<file path="src/rtl/alu_pipe_cc.sv">
`default_nettype none
// +--------------------------------------------------------------------------+
// | alu_pipe_cc : registered Y86 OPq ALU with valid/ready output stage and   |
// |               architected {ZF,SF,OF} condition-code register.            |
// | Revision    : 1.0                                                        |
// +--------------------------------------------------------------------------+
module alu_pipe_cc #(
  parameter int          WIDTH    = 64,
  parameter logic [2:0]  CC_RESET = 3'b100
) (
  input  logic             clk,
  input  logic             rst_n,
  input  logic             in_valid,
  output logic             in_ready,
  input  logic [1:0]       in_op,
  input  logic [WIDTH-1:0] in_a,
  input  logic [WIDTH-1:0] in_b,
  input  logic             in_set_cc,
  input  logic             flush,
  output logic             out_valid,
  input  logic             out_ready,
  output logic [WIDTH-1:0] out_result,
  output logic [2:0]       out_cc,
  output logic [2:0]       cc_q
);

  localparam logic [1:0] c_OP_ADD = 2'd0;
  localparam logic [1:0] c_OP_SUB = 2'd1;
  localparam logic [1:0] c_OP_AND = 2'd2;
  localparam logic [1:0] c_OP_XOR = 2'd3;

  logic             valid_q,  valid_d;
  logic [WIDTH-1:0] result_q, result_d;
  logic [2:0]       occ_q,    occ_d;
  logic [2:0]       cc_d;

  logic [WIDTH-1:0] w_res;
  logic             w_of;
  logic [2:0]       w_flags;
  logic             w_accept;

  assign in_ready = !valid_q || out_ready;
  // A flush squashes the buffered result and whatever is offered alongside it.
  assign w_accept = in_valid && in_ready && !flush;

  always_comb begin
    w_res = '0;
    w_of  = 1'b0;
    case (in_op)
      c_OP_ADD: begin
        w_res = in_b + in_a;
        w_of  = (in_a[WIDTH-1] == in_b[WIDTH-1]) && (w_res[WIDTH-1] != in_a[WIDTH-1]);
      end
      c_OP_SUB: begin
        w_res = in_b - in_a;
        w_of  = (in_a[WIDTH-1] != in_b[WIDTH-1]) && (w_res[WIDTH-1] != in_b[WIDTH-1]);
      end
      c_OP_AND: w_res = in_b & in_a;
      c_OP_XOR: w_res = in_b ^ in_a;
      default:  w_res = '0;
    endcase
  end

  assign w_flags = {(w_res == '0), w_res[WIDTH-1], w_of};

  always_comb begin
    valid_d  = valid_q;
    result_d = result_q;
    occ_d    = occ_q;
    cc_d     = cc_q;
    if (flush) begin
      valid_d = 1'b0;
    end else if (w_accept) begin
      valid_d  = 1'b1;
      result_d = w_res;
      occ_d    = w_flags;
      if (in_set_cc) cc_d = w_flags;
    end else if (out_ready) begin
      valid_d = 1'b0;
    end
  end

  always_ff @(posedge clk) begin
    if (!rst_n) begin
      valid_q  <= 1'b0;
      result_q <= '0;
      occ_q    <= 3'b000;
      cc_q     <= CC_RESET;
    end else begin
      valid_q  <= valid_d;
      result_q <= result_d;
      occ_q    <= occ_d;
      cc_q     <= cc_d;
    end
  end

  assign out_valid  = valid_q;
  assign out_result = result_q;
  assign out_cc     = occ_q;

endmodule
`default_nettype wire

</file>
<file path="config.mk">
export PLATFORM = sky130hd
export DESIGN_NAME = alu_pipe_cc
export DESIGN_NICKNAME = d
export VERILOG_FILES = /design/src/rtl/alu_pipe_cc.sv
export SDC_FILE = /design/constraint.sdc
export NUM_CORES = 1
export LEC_CHECK = 0
export CAP_MARGIN = 15
export CELL_PAD_IN_SITES_DETAIL_PLACEMENT = 0
export CELL_PAD_IN_SITES_GLOBAL_PLACEMENT = 1
export CORE_MARGIN = 3
export CORE_UTILIZATION = 40
export CTS_BUF_LIST = sky130_fd_sc_hd__clkbuf_4
export DETAILED_ROUTE_END_ITERATION = 6
export PLACE_DENSITY_LB_ADDON = 0.08
export SETUP_SLACK_MARGIN = 0.05
export SLEW_MARGIN = 20
export SYNTH_ARGS = -nofsm -noshare
export SYNTH_HDL_FRONTEND = slang
export SYNTH_SLANG_ARGS = --single-unit
</file>
<file path="constraint.sdc">
create_clock -name clk -period 5.63 [get_ports clk]
set_input_delay 1.126 -clock clk [delete_from_list [all_inputs] [get_ports clk]]
set_output_delay 1.126 -clock clk [all_outputs]
set_load 0.02 [all_outputs]
</file>
Word level (Yosys, flattened, before mapping) --
Index checks and enable logic that the tools add are counted.
Word-level totals: bits in registers 71, bits in latches 0, RAM bits 0, bits in read-only memories 0, bits of input ports 136, memories kept 0
Operators by class: add/subtract/negate cells 2, $mul 0, divide/modulo/power cells 0, order comparisons 0, eq/ne operators 7, shift-type cells 0, mux-type cells 4, bitwise logic cells 4, reduce and logical (&&, ||, !) cells 13
Operator list (number):
- case mux 64 bit (4 select lines) | 1
- adder 64 bit | 1
- bitwise AND 64 bit | 1
- logical NOT 64 bit | 1
- subtractor 64 bit | 1
- XOR 64 bit | 1
- equality test 2 bit, second input constant | 2
- logical AND 1 bit | 4
- != test 1 bit | 3
- AND reduction 3 bit | 1
- equality test 2 x 1 -> 1 bit, second input constant | 1
- logical NOT 1 bit | 2
- logical NOT 2 bit | 1
- two-way mux 1 bit | 2
- inverter 1 bit | 2
- case mux 1 bit (2 select lines) | 1
- AND reduction 2 bit | 1
- nonzero test 2 bit | 1
- OR reduction 2 bit | 1
- equality test 1 bit | 1
- logical OR 1 bit | 1

Logic depth before layout (Yosys ltp) --
Gate-level depths: netlist of the first run.
depth in word-level cells 5, gate-level depth with buffers 16, gate-level depth less buffers 15

Worst setup path after synthesis of the first run --
No wires, ideal clock.
path type input to register, start input port in_a[0], end register cc_q[2], setup time 0.084 ns, data arrival time 4.438 ns, path slack 1.108 ns, stages on the path 14, buffers on the path 0, cell sequence ha_1 fa_1 nor2b_1 o21ai_2 a211oi_1 or3_4 a2111oi_4 a2111oi_1 a211oi_2 o2111ai_1 or4b_1 nor4_1 nand4_1 o31ai_2
Between the ends: longest elaborated chain between the ends 3, elaborated cells on any way between the ends 6, classes of those cells add/sub (2); mux (1); bitwise (2); reduce/logical (1)
Ends and longest elaborated chain:
- start, declared | line 16 | input logic [WIDTH-1:0] in_a,
- subtractor 64 bit, or another cell as far along | line 55 | w_res = in_b - in_a;
- case mux 64 bit (4 select lines) * | line 49 | case (in_op)
- logical NOT 64 bit * | line 64 | assign w_flags = {(w_res == '0), w_res[WIDTH-1], w_of};
- end signal, assigned | line 88 | cc_q <= CC_RESET;
- end signal, assigned | line 93 | cc_q <= cc_d;
- end, declared | line 24 | output logic [2:0] cc_q
Every way passes the cells marked *; elsewhere a longest branch is shown, timed or not. A chain may end at the register's enable or synchronous reset.

Worst setup path after layout of the first run --
start input port in_a[16], end register occ_q[2], in the netlist out_cc[2]
Between the ends: longest elaborated chain between the ends 3, elaborated cells on any way between the ends 6, classes of those cells add/sub (2); mux (1); bitwise (2); reduce/logical (1)
Ends and longest elaborated chain:
- subtractor 64 bit, or another cell as far along | line 55
- case mux 64 bit (4 select lines) * | line 49
- logical NOT 64 bit * | line 64
- end signal, assigned | line 87 | occ_q <= 3'b000;
- end signal, assigned | line 92 | occ_q <= occ_d;
- end, declared | line 34 | logic [2:0] occ_q, occ_d;
Marks and branches as above.

==> results.toml, run 1 <==
[sta]
fin_crit_sh_pct = 96.5
rsz0062_at_grt = "false"
tightestPinTransition_ns = 1.04
hold_violations = 0
relSlewSlack_pct = 30.2
setup_viol = 0
timing.fmax_mhz = 184
finClkSkew_ns = 0.0171
finalMaxSlewViolations = 0
min_period_ns = 5.43

[floorplan]
row_count = 66
chipWidth_um = 190
die_h_um = 190
io_pins = 208
initial_core_util_pct = 41.1
dieArea_um2 = 36000
core_um2 = 32900

[detailed_routing]
drtPass1Iterations = 6
detail_route.vias_per_cell = 6.33
dr.first_iter.drc_count = 2239
detail-route-antenna-nets = 0
drt-wirelength-per-cell_um = 23.3
vias = 18700
drc_errors = 0
drt_wl_total_mm = 68.8

[synthesis]
ys.flop_type = "dfxtp_1"
synth_cells = 2063
avgSynthCellArea_um2 = 6.54
yosysSeqAreaShare_pct = 10.4
ys_top_cells_by_area = "ha_1 (12%), dfxtp_1 (10%), a21oi_1 (8.5%)"
synth.yosys.warnings = 0
synth_top_area_share_pct = 11.9
synth_edf_count = 0
synth_fp_nets = 2329
synth_area_um2 = 13500
ys_top_cells_by_count = "a21oi_1 (229), nor2_1 (229), nand2_1 (208)"
ys_ff_latch = 70
synthArstFlopShare_pct = 0
yosys.area.top_type = "ha_1"
synth_cell_types = 98

[placement]
gp_congestion = 1.04
place_hpwl_mm = 55.8
port_buffers = 207
dpl_cell_area_um2 = 18300

[global_routing]
grt_usage_pct = 36.5
gr-total-overflow = 0
grt_pass1_vias = 17800
grt_pass1_wl_mm = 104
grt_antenna_before_repair = 1
grt_start_max_net_pins = 68

[power]
p_int_mw = 1.53
seqPwrFrac_pct = 18.7
p_clk_share_pct = 12.1
power_density_nw_per_um2 = 160
p_leak_nw = 7.80
netSwitchingPower_mw = 1.44
combinationalPowerShare_pct = 69.2
power_mw = 2.97
p_sw_share_pct = 48.6
irDropWorstVdd_mv = 0.153

[layout]
area_growth_pct = 37.3
drive_above_1_share_pct = 17.6
multi_input_area_um2 = 11100
final_area_um2 = 18500
register_area_um2 = 1400
n_fill_cell = 3376
final_nets = 2774

[job]
cap_violations = 0

[worst_setup_path]
arrival_ns = 5.81
worstSetupPathType = "primary input to flip-flop"
crit_fanout = 9
worstSetupStartpointType = "primary input"
end_kind = "flip-flop"
cp_slowest_cell = "or4_1"
crit_path_frequent_cell = "buf_4"
cp.required_ns = 6.01
cpPeakStageDelay_ns = 0.56
path_cells = "clkdlybuf4s50_1 -> inv_1 -> ha_1 -> or4_1 -> nand2b_1 -> a311oi_2 -> nor3_1 -> buf_4 -> o31ai_1 -> o21ai_1 -> buf_4 -> buf_4 -> a2111oi_4 -> o21ai_2 -> and3_1 -> o21ai_1 -> nand3_1 -> o41ai_2"

[cts]
cts_made_buffers = 9
h-tree-depth = 3
clock_sinks = 70
clock_path_buffers = 2
cts_tree = "done"
clk_transition_reported_paths_ns = 0.14
clock_latency_ns = 0.46
postCtsSetupBuffers = 0
root_buffer = "clkbuf_4"

[worst_hold_path]
hp-class = "flip-flop to flip-flop"

[status]
run_status = "finished clean"
## state kept, by name (all words and copies together), names as in the netlist
register,count
out_valid,1
out_result,63
cc_q,3
out_cc,3
## per-stage QoR
stage               utilization, %  TNS [ns]  hold slack [ns]  setup slack (ns)  std cells
finish                        56.4         0            0.467             0.196       2956
global route                  56.4         0            0.498            0.0604       2956
CTS                           56.2         0            0.467            0.0866       2955
detailed placement            55.7     -1.81            0.449            -0.498       2939
global placement              55.7     -1.57            0.443            -0.414       2939
floorplan                        -         0            0.534              1.11       2063
## area by class of cell
class | instances | area share (%)
Multi-Input combinational cell | 1721 | 59.9
Timing Repair Buffer | 571 | 26.0
Sequential cell | 70 | 7.56
Tap cell | 442 | 2.98
Inverter | 135 | 2.74
Clock inverter | 7 | 0.425
Clock buffer | 9 | 0.365
Antenna cell | 1 | 0.0135
## layout by cell type (no fill, tap or decap), drive strengths merged, types with 9 or more instances in the layout
cell type,n
dfxtp,70
o31ai,42
a311oi,11
nand4,43
inv,136
nor3,68
nor2,229
a21o,18
nand2,208
and2,15
nand2b,11
mux2,9
o21bai,19
o21ai,123
o22ai,11
o211ai,40
or3,32
buf,366
mux2i,28
a211oi,44
and3,12
clkbuf,9
a211o,13
or2,12
clkdlybuf4s50,205
nor4,53
nand3,51
a21oi,229
ha,128
o311ai,12
a31oi,21
o21a,18
a2111oi,20
o31a,15
a221oi,10
nor2b,23
xnor2,17
## power by group through the flow
stage / clock [mW] / combinational (mW) / sequential, mW
2_1_floorplan: 0 / 0.992 / 0.594
3_3_place_gp: 0 / 1.97 / 0.564
3_5_place_dp: 0 / 1.98 / 0.564
4_1_cts: 0.365 / 1.99 / 0.554
5_1_grt: 0.379 / 2.19 / 0.557
6_report: 0.360 / 2.05 / 0.555
## cells by family after synthesis
kind of cell | Yosys count | share of synthesized area [%]
xor gates and xnor gates | 20 | 1.30
buffers and inverters | 272 | 7.85
muxes | 38 | 3.00
adders and majority gates | 130 | 12.2
and+or+nand+nor | 791 | 28.3
AOI/OAI and AO/OA | 742 | 37.0
DFF | 70 | 10.4
## per-layer routing
layer  global-route usage [%]  routed length (um)  part of all wire (%)
met5                        0                   0                     0
met4                     17.6                3670                   5.3
met3                     6.39                6660                   9.7
met2                     58.5               30700                    45
met1                     47.6               27900                    40
## worst max-delay path, delay by kind of cell
kind                       cells  cell delay [ns]
buffers and inverters          5             1.06
adders and majority gates      1             0.40
and+or+nand+nor                5             1.31
AOI/OAI and AO/OA              7             1.91
## what timing repair did
item                                   CTS  global route
pin swaps                                0             2
gates resized for setup                  1            16
setup endpoints to repair                1             4
hold buffers                             0             0
endpoints found under the hold margin    0             0
## final timing paths
kind,cells after the start,from,to,slack [ns]
setup reg to reg,6,out_valid,cc_q[2],3.63
setup / recovery,18,in_a[16],out_cc[2],0.20
hold / removal,2,out_result[1],out_result[1],0.47
hold reg to reg,2,out_result[1],out_result[1],0.47
No activity file was read; power rests on OpenSTA's default activity.
==> inputs of run 2 (changes only) <==
Settings changed: SLEW_MARGIN 20 to not set.
==> run 2 against run 1 <==
Clock power is essentially flat. Combinational power is essentially flat. First-iteration DRC count grew 3.9%. Largest power group unchanged. Clock-buffer cell count is the same. Sequential power is essentially flat. Critical path depth is the same. Non-clock buffer count grew 1. Final cell count is essentially flat.
==> results.toml, run 2 (synthesis results as in run 1) <==
[worst_setup_path]
r2r_slack_ns = 3.63
r2r-end = "cc_q[2]"
end_kind = "flip-flop"
worstSetupPathType = "primary input to flip-flop"
r2r-start = "out_valid"
cp.required_ns = 6.00
worstSetupStartpoint = "in_a[16]"
worstSetupStartpointType = "primary input"
endpoint = "out_cc[2]"
rr_worst_depth = 6
arrival_ns = 5.84
crit_fanout = 9

[global_routing]
grt_usage_pct = 36.5
grt_pass1_vias = 17800
grt_pass1_wl_mm = 104
gr-total-overflow = 0
grt_start_max_net_pins = 68
grt_antenna_before_repair = 1

[layout]
final_nets = 2775
fin_util_pct = 56.4
largest_reg_flops = 63
final_area_um2 = 18500
drive_above_1_share_pct = 17.6
area_growth_pct = 37.5
layout_commonest_cell = "buf_4"
layout_common_cells = "buf_4 (365), a21oi_1 (228), nor2_1 (227)"
n_fill_cell = 3375

[detailed_routing]
detail_route.vias_per_cell = 6.35
dr.first_iter.drc_count = 2326
drt-wirelength-per-cell_um = 23.3
drt_wl_total_mm = 68.9
drc_errors = 0
drtPass1Iterations = 6
detail-route-antenna-nets = 0
vias = 18800

[placement]
port_buffers = 207
gp_congestion = 1.04
preCtsSetupSlack_ns = -0.498
place_hpwl_mm = 55.8
dpl_cell_area_um2 = 18300

[floorplan]
die_h_um = 190
initial_core_util_pct = 41.1
io_pins = 208
row_count = 66
core_um2 = 32900
chipWidth_um = 190
dieArea_um2 = 36000

[cts]
postCtsSetupBuffers = 0
clock_path_buffers = 2
clk_transition_reported_paths_ns = 0.14
clock_sinks = 70
clock_latency_ns = 0.46
ctsHoldBuffers = 0
cts_tree = "done"
cts_made_buffers = 9
h-tree-depth = 3
root_buffer = "clkbuf_4"

[sta]
rsz0062_at_grt = "false"
tightestPinTransition_ns = 1.01
finClkSkew_ns = 0.0171
setup_viol = 0
timing.fmax_mhz = 183
relSlewSlack_pct = 31.8
fin_crit_sh_pct = 97.2
whs_ns = 0.466
finalMaxSlewViolations = 0
hold_violations = 0
min_period_ns = 5.47
finalWorstSetupSlack_ns = 0.159

[status]
run_status = "finished clean"

[worst_hold_path]
hp-class = "flip-flop to flip-flop"
holdPathStages = 2

[power]
power_density_nw_per_um2 = 160
p_leak_nw = 7.81
irDropWorstVdd_mv = 0.153

[job]
cap_violations = 0
## run 2: cell count changes in the layout (fill, tap and decap cells not counted)
cell | before | now
buf_12 | 1 | 2
clkinv_2 | 2 | 1
inv_2 | 1 | 2
## run 2: per-layer routing
| metal | global-route usage, % | wire (um) | share of wire, % | vias to the layer above |
|---|---|---|---|---|
| met5 | 0 | 0 | 0 | - |
| met4 | 17.6 | 3760 | 5.5 | 0 |
| met3 | 6.39 | 6780 | 9.8 | 218 |
| met2 | 58.5 | 30500 | 44 | 1093 |
| met1 | 47.6 | 27800 | 40 | 8846 |
| li1 | - | - | - | 8615 |
## run 2: cell type report
| class | count | area, um2 | area share [%] |
|---|---|---|---|
| Clock inverter | 7 | 78.8 | 0.425 |
| Inverter | 135 | 507 | 2.73 |
| Antenna cell | 1 | 2.50 | 0.0135 |
| Tap cell | 442 | 553 | 2.98 |
| Sequential cell | 70 | 1400 | 7.56 |
| Timing Repair Buffer | 572 | 4830 | 26.1 |
| Clock buffer | 9 | 67.6 | 0.364 |
| Multi-Input combinational cell | 1721 | 11100 | 59.9 |
## run 2: worst min-delay path by stage
stage,startpoint,end
global route,out_result[1],out_result[1]
global placement,out_result[0],out_result[0]
floorplan,out_result[14],out_result[14]
finish,out_result[1],out_result[1]
detailed placement,out_result[44],out_result[44]
CTS,out_result[44],out_result[44]
## run 2: what timing repair did
action                     4_1_cts  5_1_grt
setup endpoints to repair        1        4
gates resized for setup          1       16
pin swaps                        0        1
## run 2: metrics by stage
| step | TNS (ns) | power, mW | std cells |
|---|---|---|---|
| final | 0 | 2.97 | 2957 |
| after global routing | 0 | 3.12 | 2957 |
| after CTS | 0 | 2.91 | 2955 |
| after detailed placement | -1.81 | 2.54 | 2939 |
| after global placement | -1.57 | 2.53 | 2939 |
| after floorplan | 0 | 1.59 | 2063 |
## run 2: power by group
group	switching, mW	total [mW]	internal (mW)
Clock	0.218	0.360	0.141
Combinational	1.20	2.06	0.858
Sequential	0.0261	0.554	0.528
Total	1.44	2.97	1.53
## run 2: worst max-delay path, cell delays in order
cell             delay [ns]
clkdlybuf4s50_1        0.50
inv_1                  0.05
ha_1                   0.41
or4_1                  0.57
nand2b_1               0.27
a311oi_2               0.45
nor3_1                 0.09
buf_4                  0.19
o31ai_1                0.26
o21ai_1                0.09
buf_4                  0.18
buf_4                  0.14
a2111oi_4              0.44
o21ai_2                0.14
and3_1                 0.19
o21ai_1                0.18
nand3_1                0.20
o41ai_2                0.37
==> inputs of run 3 (changes only) <==
Settings changed: CORE_MARGIN 3 to 4, MAX_ROUTING_LAYER set to met4.
==> run 3 against run 2 <==
Non-clock buffer count down 24. Register-to-register slack about the same. Sequential power about the same. Routed wire length about the same. Global-route usage up 0.27 points. Highest routed layer unchanged. First-iteration DRC count down 0.47%. Hold slack worse by 0.0039 ns.
==> results.toml, run 3 (synthesis results as in run 1) <==
[placement]
dpl_cell_area_um2 = 18100
preCtsSetupSlack_ns = -0.311
gp_congestion = 1.07
port_buffers = 207
place_hpwl_mm = 55.8

[worst_setup_path]
r2r_slack_ns = 3.64
arrival_ns = 5.86
worstSetupStartpointType = "primary input"
r2r-start = "out_valid"
worstSetupPathType = "primary input to flip-flop"
end_kind = "flip-flop"
r2r-end = "cc_q[2]"
crit_fanout = 7
cp.required_ns = 5.98
rr_worst_depth = 6

[power]
p_sw_share_pct = 48.7
p_leak_nw = 7.69
combinationalPowerShare_pct = 69.3
irDropWorstVdd_mv = 0.109
power_mw = 2.95
p_int_mw = 1.51
seqPwrFrac_pct = 18.8
power_density_nw_per_um2 = 161
netSwitchingPower_mw = 1.44
p_clk_share_pct = 11.9

[cts]
root_buffer = "clkbuf_4"
clock_path_buffers = 2
clk_transition_reported_paths_ns = 0.13
postCtsSetupBuffers = 0
clock_sinks = 70
cts_tree = "done"
h-tree-depth = 3
clock_latency_ns = 0.44
cts_made_buffers = 9

[layout]
drive_above_1_share_pct = 16.7
largest_reg_flops = 63
area_growth_pct = 36.0
final_area_um2 = 18300
layout_commonest_cell = "buf_4"
layout_common_cells = "buf_4 (340), a21oi_1 (229), nor2_1 (227)"
final_nets = 2751

[sta]
min_period_ns = 5.51
finalMaxSlewViolations = 0
setup_viol = 0
fin_crit_sh_pct = 97.9
timing.fmax_mhz = 182
rsz0062_at_grt = "false"
relSlewSlack_pct = 34.3
tightestPinTransition_ns = 0.977
hold_violations = 0
finalWorstSetupSlack_ns = 0.121
finClkSkew_ns = 0.0190
tns_ns = 0
whs_ns = 0.462

[detailed_routing]
vias = 18700
dr.first_iter.drc_count = 2315
detail-route-antenna-nets = 0
drt_wl_total_mm = 68.9
drt-wirelength-per-cell_um = 23.5
drc_errors = 0
detail_route.vias_per_cell = 6.38
drtPass1Iterations = 6

[worst_hold_path]
holdPathStages = 2
hp-class = "flip-flop to flip-flop"
hold_end = "out_result[44]"
worstHoldStart = "out_result[44]"

[global_routing]
grt_start_max_net_pins = 68
grt_usage_pct = 36.8
gr-total-overflow = 0
grt_pass1_wl_mm = 103
grt_antenna_before_repair = 1
grt_pass1_vias = 17600

[floorplan]
dieArea_um2 = 36700
core_um2 = 32900
chipWidth_um = 192
die_h_um = 192
row_count = 66
io_pins = 208
initial_core_util_pct = 41.1

[status]
run_status = "finished clean"

[job]
cap_violations = 0
[run 3: worst max path at each step]
stage | start | end | slack [ns] | cells after the start
floorplan | in_a[0] | cc_q[2] | 1.11 | 14
global placement | in_a[15] | out_cc[2] | -0.20 | 18
detailed placement | in_a[15] | out_cc[2] | -0.31 | 18
CTS | in_a[5] | out_cc[2] | 0.10 | 19
global route | in_a[46] | out_cc[2] | 0.05 | 14
finish | in_a[31] | out_cc[2] | 0.12 | 17
[run 3: final cells by class]
class | count | area (um2)
timing repair buffer | 548 | 4660
tap | 442 | 553
inverter | 135 | 507
fill | 3360 | 14500
multi-input combinational | 1721 | 11100
clock inverter | 7 | 72.6
sequential | 70 | 1400
clock buffer | 9 | 67.6
antenna | 1 | 2.50
[run 3: power by group through the flow]
| stage | logic (mW) | registers [mW] | clock network (mW) |
|---|---|---|---|
| detailed placement | 1.97 | 0.563 | 0 |
| global placement | 1.96 | 0.562 | 0 |
| finish | 2.04 | 0.553 | 0.351 |
| CTS | 1.98 | 0.552 | 0.352 |
| floorplan | 0.992 | 0.594 | 0 |
| global route | 2.17 | 0.556 | 0.373 |
[run 3: critical path, stage by stage]
cell             delay, ns
clkdlybuf4s50_1       0.48
inv_1                 0.05
ha_1                  0.37
buf_4                 0.19
nor4_1                0.56
and3_1                0.36
nand2_1               0.09
a31oi_2               0.36
buf_4                 0.23
o21ai_0               0.12
and4_1                0.22
a2111oi_0             0.49
buf_4                 0.24
o21ai_0               0.08
nor4_1                0.36
nand4_1               0.28
o41ai_2               0.24
[run 3: what timing repair did]
action                                 CTS  global route
endpoints found under the hold margin    0             0
resized for setup                        0             8
hold buffers                             0             0
setup endpoints to repair                0             4
[run 3: layer usage]
metal / vias to the layer above / global-route usage, % / share of wire [%]
li1: 8576 / - / -
met1: 8760 / 47.2 / 40
met5: - / - / 0
met4: 0 / 13.8 / 4.8
met2: 1157 / 58.6 / 45
met3: 222 / 5.78 / 10
[run 3: per-stage QoR]
stage	std cells	utilization, %
finish	2933	55.8
global route	2933	55.8
CTS	2931	55.6
detailed placement	2915	55.2
global placement	2915	55.2
floorplan	2063	-
==> variant 1 (config.mk and constraints of run 3) <==
Set the parameter `WIDTH` to 32 (it was 64).
--- a/src/rtl/alu_pipe_cc.sv
+++ b/src/rtl/alu_pipe_cc.sv
@@ -5,7 +5,7 @@
 // | Revision    : 1.0                                                        |
 // +--------------------------------------------------------------------------+
 module alu_pipe_cc #(
-  parameter int          WIDTH    = 64,
+  parameter int          WIDTH    = 32,
   parameter logic [2:0]  CC_RESET = 3'b100
 ) (
   input  logic             clk,
Interface: changed (resized in_a, in_b and out_result); port bits go from 208 to 112. The function was not compared with the original's and may differ.
==> variant 1 against run 3 <==
- maximum frequency is 4.8% higher
- global-route usage is 11 points lower
- sequential cell count is 32 lower
- area after synthesis is 53% lower
- total power is 56% lower
- design area is 56% lower
- routed wire length is 66% lower
- clock skew is 12 ps lower
- worst setup slack better by 250 ps
- critical path depth is 1 lower
- combinational power is 60% lower
- largest cell class unchanged
==> variant 1: results (changes against run 3) <==
Largest net degree at the start of global routing: 44 (-35%)
Setup Buffers After CTS: 0 (unchanged)
Ys async rst share: 0 (unchanged)
Yosys warns: 0 (unchanged)
Total GRT Usage: 0.261 (-0.107)
Wirelength per Cell: 18.8 um (-20%)
Clock skew: 7.03 ps (-12.0 ps)
Diode count: 0 (-1)
Antenna violations before repair: 0 (-1)
Router iterations before antenna repair: 6 (unchanged)
P_seq: 296 uW (-46%)
CTS Buf Count: 5 (-4)
Crit path max-delay family: compound AO/OA/AOI/OAI gates
Internal power: 731 uW (-52%)
Max Root-Sink Buffers: 2 (unchanged)
Final net count: 1170 (-57%)
Top post-synthesis cells by area: ha_1 13%, dfxtp_1 12%, a21oi_1 6.2%, nor2_1 5.8%, nand2_1 5.4%
H-tree depth: 2 (-1)
Leakage: 0.00333 uW (-57%)
Post-DP Area: 7880 um^2 (-57%)
Clock latency on the worst-skew pair: 340 ps (-100 ps)
Fin. max-slew vios: 0 (unchanged)
Synth cell count leaders: 97 x nor2_1, 90 x nand2_1, 78 x a21oi_1
Clock network power share: 0.148 (+0.029)
Crit path max fanout: 3 (-4)
Final wirelength: 23400 um (-66%)
Dpl ws: -18.6 ps (+292 ps)
IO Port Bufs: 111 (-46%)
Max incr delay on CP: 580 ps (+20 ps)
HP Class: flip-flop to flip-flop
Arrival time worst endpoint: 5510 ps (-350 ps)
Max VDD drop: 0.0000900 V (-18%)
Yosys cell types: 89 (-9.2%)
Max reg flops: 31 (-51%)
Clk slew on worst S/H paths: 110 ps (-20 ps)
Mean area per synthesized cell: 6.91 um^2 (+5.7%)
CTS Root Cell: clkbuf_4
PostCTS Resize Cnt: 0 (unchanged)
P_clk: 192 uW (-45%)
DR vias: 7260 (-61%)
First-pass GRT wire length: 36900 um (-64%)
Share of cells above drive strength 1: 0.0891 (-0.0776)
Main synth FF type: dfxtp_1
Slowest CP cell: or4b_1
Outcome: completed
Multi-input logic area: 5040 um^2 (-54%)
Synth Net Count: 1047 (-55%)
Fillcell total: 1602 (-52%)
Relative slew slack: 0.456 (+0.113)
Vias in the first global route: 6640 (-62%)
Detailed Place HPWL: 18900 um (-66%)
GP Congestion: 0.967 (-9.5%)
Initial detailed-routing violation count: 717 (-69%)
Sequential area share after synthesis: 0.121 (+0.0172)
variant 1: cell types whose count changed in the layout (fill, tap and decap cells not counted), moves of 38 or more:
| cell | run 3 | this run |
|---|---|---|
| inv_1 | 131 | 62 |
| nor4_1 | 48 | 9 |
| o21ai_0 | 115 | 49 |
| nor2_1 | 227 | 97 |
| nand2_1 | 208 | 90 |
| nor3_1 | 66 | 28 |
| ha_1 | 128 | 64 |
| a21oi_1 | 229 | 78 |
| buf_4 | 340 | 61 |
| clkdlybuf4s50_1 | 205 | 111 |
variant 1: area by class of cell:
cell class / instances / area share
multi-input combinational: 748 / 0.631
timing repair buffer: 173 / 0.199
sequential: 38 / 0.0952
tap: 211 / 0.0331
inverter: 66 / 0.0310
clock buffer: 7 / 0.00658
clock inverter: 1 / 0.00376
variant 1: per-layer routing:
layer  GRT usage  part of all wire
met1       0.390              0.49
met2       0.392              0.43
met5           -                 0
met4      0.0331            0.0077
met3      0.0219             0.068
variant 1: kinds of logic after synthesis:
| group | count (synthesis) | share of synthesized area |
|---|---|---|
| adders and majority gates | 66 | 0.134 |
| and+or+nand+nor | 335 | 0.260 |
| AOI/OAI and AO/OA | 296 | 0.331 |
| buffers and inverters | 123 | 0.0771 |
| xor gates and xnor gates | 21 | 0.0293 |
| muxes | 30 | 0.0478 |
| DFF | 38 | 0.121 |
variant 1: final timing paths:
kind	slack (ps)	depth (start not counted)	from	end
hold reg to reg	460	2	out_result[3]	out_result[3]
hold / removal	460	2	out_result[3]	out_result[3]
setup reg to reg	4000	6	out_valid	cc_q[2]
setup / recovery	380	16	in_a[0]	out_cc[2]
variant 1: worst reg2reg max path, delay by kind of cell, from the launching register on:
kind	cells	cell delay (ps)
AOI/OAI and AO/OA	2	250
buffers and inverters	1	410
and+or+nand+nor	3	540
DFF	1	320
==> variant 2 (settings of run 3) <==
Made on the original files. Reset style: asynchronous (`rst_n`), changed in one clocked block.
--- a/src/rtl/alu_pipe_cc.sv
+++ b/src/rtl/alu_pipe_cc.sv
@@ -80,7 +80,7 @@
     end
   end
 
-  always_ff @(posedge clk) begin
+  always_ff @(posedge clk or negedge rst_n) begin
     if (!rst_n) begin
       valid_q  <= 1'b0;
       result_q <= '0;
Formal check against the unedited RTL: differs if rst_n is asserted again (counterexample within 4 cycles, from zero or initial values and one cycle with rst_n low); with rst_n held inactive, the same outputs for 10 cycles.
==> variant 2 against run 3 <==
- total power grew 19%
- area after synthesis down 0.70%
- worst setup slack better by 88 ps
- count of clock-buffer cells in the layout is 1 higher
- design area increased by 7.7%
- cell count up 4.4%
- sequential cell count unchanged
- routed wire length shrank 1.1%
- critical path type unchanged
==> variant 2: results (changes against run 3) <==
Outcome: completed
Hold wc startpoint: out_result[44]
Initial detailed-routing violation count: 2000 (-14%)
PostCTS Resize Cnt: 5 (+5)
Slowest CP cell: or4b_2
Met3 WL post-DR: 6890 um (-0.39%)
Share of cells above drive strength 1: 0.237 (+0.0700)
Crit. Startpoint: in_a[37]
P_seq: 669 uW (+21%)
Dpl cells: 3043 (+4.4%)
Final worst setup slack: 208 ps (+87.6 ps)
Final net count: 2881 (+4.7%)
Post-Route M1 WL: 29300 um (+5.8%)
Combinational Power Share: 0.704 (+0.011)
Met2 wire length: 29900 um (-3.4%)
Psw: 1630 uW (+13%)
Slack of the worst reg-to-reg path: 3680 ps (+40 ps)
GP Congestion: 1.05 (-1.7%)
Crit path max fanout: 5 (-2)
Worst-margin pin slew: 1200 ps (+225 ps)
DR vias: 18700 (+0.053%)
Max incr delay on CP: 710 ps (+150 ps)
Leakage: 0.00899 uW (+17%)
Arrival time worst endpoint: 5780 ps (-80 ps)
Post-Syn Instances: 2009 (-2.6%)
Total GRT Usage: 0.365 (-0.00265)
Via density per instance: 6.12 (-4.2%)
M1 GR Usage: 0.497 (+0.0257)
Clk slew on worst S/H paths: 110 ps (-20 ps)
Dpl ws: -509 ps (-199 ps)
Crit path to: cc_q[2]
Met2 usage: 0.572 (-0.0142)
Ys async rst share: 1.00 (+1.00)
Vias in the first global route: 17600 (-0.26%)
Wirelength per Cell: 22.3 um (-5.3%)
Synth cell count leaders: 270 x nand2_1, 192 x a21oi_1, 166 x nor2_1
variant 2: cell count changes after synthesis, moves of 10 or more:
cell and delta:
a21oi_1 -37, clkbuf_1 +14, nor2_1 -63, dfxtp_1 -70, nor2b_1 +10, or3_1 -20
nand2_1 +62, o21ai_0 +18, buf_2 -23, o31a_1 -13, dfrtp_1 +69
variant 2: area by class of cell:
| type | count | area (um^2) |
|---|---|---|
| Clock buffer | 10 | 75.1 |
| Clock inverter | 6 | 86.3 |
| Fill cell | 3150 | 13000 |
| Inverter | 141 | 529 |
| Multi-Input combinational cell | 1666 | 10800 |
| Sequential cell | 70 | 1750 |
| Tap cell | 442 | 553 |
| Timing Repair Buffer | 727 | 5980 |
variant 2: cell families after synthesis:
family / after synthesis / synth area share
AND/OR/NAND/NOR: 775 / 0.279
AO/OA/AOI/OAI: 698 / 0.345
buffers and inverters: 273 / 0.0769
adder cells (fa/ha/maj): 130 / 0.123
flip-flops: 70 / 0.131
multiplexers: 37 / 0.0290
XOR/XNOR: 26 / 0.0170
